`config.mk`:
```
export PLATFORM = sky130hd
export DESIGN_NAME = audio_avg_filter
export DESIGN_NICKNAME = d
export VERILOG_FILES = /design/src/rtl/audio_avg_filter.sv
export SDC_FILE = /design/constraint.sdc
export NUM_CORES = 1
export LEC_CHECK = 0
export CORE_ASPECT_RATIO = 0.9
export CORE_UTILIZATION = 55
export DETAILED_ROUTE_END_ITERATION = 8
export PLACE_DENSITY = 0.75
export SYNTH_ARGS = -nofsm -noshare
export SYNTH_HDL_FRONTEND = slang
export SYNTH_SLANG_ARGS = --single-unit
```
`constraint.sdc`:
```
create_clock -name i_clk -period 9.53 [get_ports i_clk]
set_input_delay 1.906 -clock i_clk [delete_from_list [all_inputs] [get_ports i_clk]]
set_output_delay 1.906 -clock i_clk [all_outputs]
set_load 0.005 [all_outputs]
```
`src/rtl/audio_avg_filter.sv`:
```
// audio_avg_filter: single-channel moving-average filter between the CODEC read
// side and write side. Keeps the last N pre-scaled samples in a circular buffer
// with a running sum, and presents either the average or the raw sample on a
// one-deep registered valid/ready output.
//
// state   | meaning
// --------+-----------------------------------------------------------
// S_EMPTY | output register consumed; ready to accept a new sample
// S_FULL  | output register holds an unconsumed result; input stalled
module audio_avg_filter #(
    parameter int DATA_W = 24,
    parameter int LOG2_N = 3
) (
    input  logic                     i_clk,
    input  logic                     i_reset,
    input  logic                     i_bypass,
    input  logic                     i_in_valid,
    output logic                     o_in_ready,
    input  logic signed [DATA_W-1:0] i_in_data,
    output logic                     o_out_valid,
    input  logic                     i_out_ready,
    output logic signed [DATA_W-1:0] o_out_data,
    output logic                     o_primed
);

    localparam int N     = 1 << LOG2_N;
    localparam int CNT_W = LOG2_N + 1;

    typedef enum logic {
        S_EMPTY = 1'b0,
        S_FULL  = 1'b1
    } state_t;

    state_t                    r_state;
    logic signed [DATA_W-1:0]  r_buf [N];
    logic        [LOG2_N-1:0]  r_wp;
    logic signed [DATA_W-1:0]  r_sum;
    logic        [CNT_W-1:0]   r_cnt;
    logic signed [DATA_W-1:0]  r_out_data;

    logic signed [DATA_W-1:0]  w_scaled;
    logic signed [DATA_W-1:0]  w_new_sum;
    logic                      w_accept;
    logic                      w_drain;

    // Samples are pre-divided so the sum of N stored values cannot overflow;
    // the arithmetic shift truncates toward minus infinity.
    assign w_scaled  = i_in_data >>> LOG2_N;
    assign w_new_sum = r_sum + w_scaled - r_buf[r_wp];
    assign w_accept  = (r_state == S_EMPTY) && i_in_valid;
    assign w_drain   = (r_state == S_FULL) && i_out_ready;

    assign o_out_valid = (r_state == S_FULL);
    assign o_in_ready  = (r_state == S_EMPTY);
    assign o_out_data  = r_out_data;
    assign o_primed    = (r_cnt == CNT_W'(N));

    // Handshake FSM plus window state; buffer and sum update even in bypass so
    // the average is already correct when bypass is released.
    always_ff @(posedge i_clk or posedge i_reset) begin
        if (i_reset) begin
            r_state    <= S_EMPTY;
            r_wp       <= '0;
            r_sum      <= '0;
            r_cnt      <= '0;
            r_out_data <= '0;
            for (int i = 0; i < N; i++) begin
                r_buf[i] <= '0;
            end
        end else begin
            case (r_state)
                S_EMPTY: begin
                    if (w_accept) begin
                        r_sum       <= w_new_sum;
                        r_buf[r_wp] <= w_scaled;
                        r_wp        <= r_wp + 1'b1;
                        if (r_cnt != CNT_W'(N)) begin
                            r_cnt <= r_cnt + 1'b1;
                        end
                        r_out_data  <= i_bypass ? i_in_data : w_new_sum;
                        r_state     <= S_FULL;
                    end
                end
                S_FULL: begin
                    if (w_drain) begin
                        r_state <= S_EMPTY;
                    end
                end
                default: r_state <= S_EMPTY;
            endcase
        end
    end

endmodule
```
==> reports/qor.csv <==
metric,value,unit
status,"finished, final reports clean",
Hold Path Class,reg2reg,
post-synthesis cell type count,49,
Synth Instances,1066,
post-DR vias/cell,5.827,
worst-margin pin slew,0.9989,ns
endpoints failing setup,0,
fill count,1608,
cell area after layout,13110,sq um
period utilisation layout,0.5135,
met3 wire len,1318,um
unrepaired setup endpoints after global routing,false,
CP arrival,5.34,ns
Slew Limit Fails,0,
minimum clock period,4.894,ns
Post-DP Area,12360,sq um
MaxCap Viol Count,0,
Core ar.,20290,sq um
Slew HR,0.3325,
gr ovfl total,0,
met2 routed WL,13470,um
simple-gate share of the synthesized area,0.07403,
syn avg cell area,10.84,sq um
All-Layer GR Usage,0.2670,
Die W,154.8,um
crit path cell chain,"buf_4, mux4_2, mux2_2, fa_1, inv_1, ha_1, a21oi_1, o21ai_0, a31oi_1, o21ai_0, a31oi_1, o21ai_1, or4b_1, nand3_1",
Clock Skew,0.008903,ns
Synth Register Bits,224,
post-synthesis sequential area ratio,0.4849,
Post-Synth Adder-Cell Area,0.07014,
Final TNS setup,0,ns
Synth Net Count,1146,
Synth area leaders,"dfrtp_1, mux2_2, o21ai_0, nand2_1, fa_1",
Clock Latency Late Sink,0.51,ns
peak fanout along the critical path,41,
"Hold-fix buffers, CTS",0,
pin count of the biggest net entering global routing,83,
Initial DRC Count,619,
DRT met1 WL,12110,um
leading area contributor after synthesis,dfrtp_1,
die extent in y,139.5,um
CTS buffer count,24,
Synth top area share,0.4849,
crit path launch type,flop,
share of cells above drive strength 1,0.1851,
initial antenna violation count,0,
"most common cell after layout, fill and taps aside",dfrtp_1,
Initial Util,0.5696,
WL final,27580,um
Syn-to-layout area delta,13.43,%
Compound-Gate Fraction of Synth Area,0.1195,
Synth warnings,0,
Rows,49,
Vias,8117,
CP Capture Type,flop,
"Worst Path Class, Setup",reg2reg,
Post-Synth XOR/XNOR Area,0.02197,
largest family of logic cells by synthesized area,multiplexers,
global-route wire length before repair,44880,um
most frequent cells in the layout,"dfrtp_1, nand2_1, o21ai_0",
vias in the first global route,8298,
CP max stage cell,dfrtp_4,
async set-or-reset flop fraction in the synthesized netlist,1.000,
port buffer count,55,
hpwl dp,17890,um
CP Buf/Inv Count,2,
post-synthesis mux area share,0.1776,
I/O pins,56,
antenna diode count,0,
CTS tree,yes,
Crit path max-delay family,compound AO/OA/AOI/OAI gates,
GPL Wtd Cong,0.8817,
root buffer cell,clkbuf_16,
final core utilization,0.6462,
number of H-tree levels,1,
Peak Freq,0.2043,GHz
CTS resizes,0,
Hold Fails Final Rpt,0,
"EDFF count, synth",0,
cell area after synthesis,11560,sq um
"Top FF cell, synth",dfrtp_1,
nets,1180,
clk slew on worst S/H paths,0.06,ns
max incr delay on CP,0.73,ns
wire per inst,19.80,um
Top Layer Used,met4,
die footprint,21600,sq um
clock sink total,224,
Clock Path Buffers,3,
Setup Buffers After CTS,0,
CP Data Required Time,9.98,ns
Final ANT Viol Nets,0,
DR DRC count,0,
DR pass1 iterations,5,
[flip-flops by register name, indices dropped and copies added, names as in the netlist]
signal,cells
r_wp,3
r_buf,168
r_cnt,4
r_sum,24
o_out_valid,1
o_out_data,24
[through the flow]
stage / hold WS (ns) / setup slack [ns] / std cells
2_1_floorplan: 0.4446 / 1.490 / 1066
3_3_place_gp: 0.4587 / 4.229 / 1354
3_5_place_dp: 0.4655 / 4.219 / 1354
4_1_cts: 0.4786 / 4.639 / 1393
5_1_grt: 0.4981 / 4.292 / 1393
6_report: 0.4762 / 4.636 / 1393
[per-layer routing]
layer | vias to the layer above | track usage
li1 | 3733 | -
met1 | 4102 | 0.3625
met2 | 229 | 0.4523
met3 | 53 | 0.03644
met4 | 0 | 0.07243
met5 | - | 0
[worst reg2reg max path: stages, from the launching register on]
cell	delay, ns
dfrtp_4	0.73
buf_4	0.67
mux4_2	0.62
mux2_2	0.29
fa_1	0.51
inv_1	0.06
ha_1	0.37
a21oi_1	0.17
o21ai_0	0.15
a31oi_1	0.24
o21ai_0	0.13
a31oi_1	0.16
o21ai_1	0.13
or4b_1	0.49
nand3_1	0.10
[synthesized netlist by cell type, drive strengths merged (5+ instances only)]
master,count
o22ai,11
mux2,121
buf,12
a31oi,5
nor2,24
mux4,20
clkbuf,49
a21o,7
a221o,10
inv,97
nand2b,5
a21oi,43
xnor2,16
ha,28
and3,10
nand2,139
mux2i,24
o21ai,137
fa,23
nor3,5
dfrtp,224
o21a,8
xor2,13
[layout make-up]
cell class | instances | area [sq um] | area share
timing repair buffer | 69 | 650.6 | 0.04962
inverter | 97 | 371.6 | 0.02834
clock buffer | 34 | 699.4 | 0.05334
sequential | 224 | 5609 | 0.4278
clock inverter | 5 | 50.05 | 0.003817
tap | 280 | 350.3 | 0.02672
multi-input combinational | 684 | 5381 | 0.4104
[logic make-up (layout without fill, tap and decap cells)]
group / count (synthesis) / after routing
AOI/OAI and AO/OA: 237 / 237
xor gates and xnor gates: 29 / 29
adders and majority gates: 51 / 51
buffers and inverters: 158 / 205
DFF: 224 / 224
muxes: 165 / 165
and+or+nand+nor: 202 / 202
[final timing paths]
check,start,to,slack (ns),cells past startpoint
max in group asynchronous,i_reset,r_buf[52],6.23,3
min,r_buf[46],r_buf[46],0.48,2
max,r_wp[0],o_out_data[19],4.64,14
min reg2reg,r_buf[46],r_buf[46],0.48,2
min in group asynchronous,i_reset,r_buf[60],1.85,2
max reg2reg,r_wp[0],o_out_data[19],4.64,14
Power is left out: the tool's default activity adds up to more than one toggle a clock period on the data nets, which glitch-free logic cannot reach.
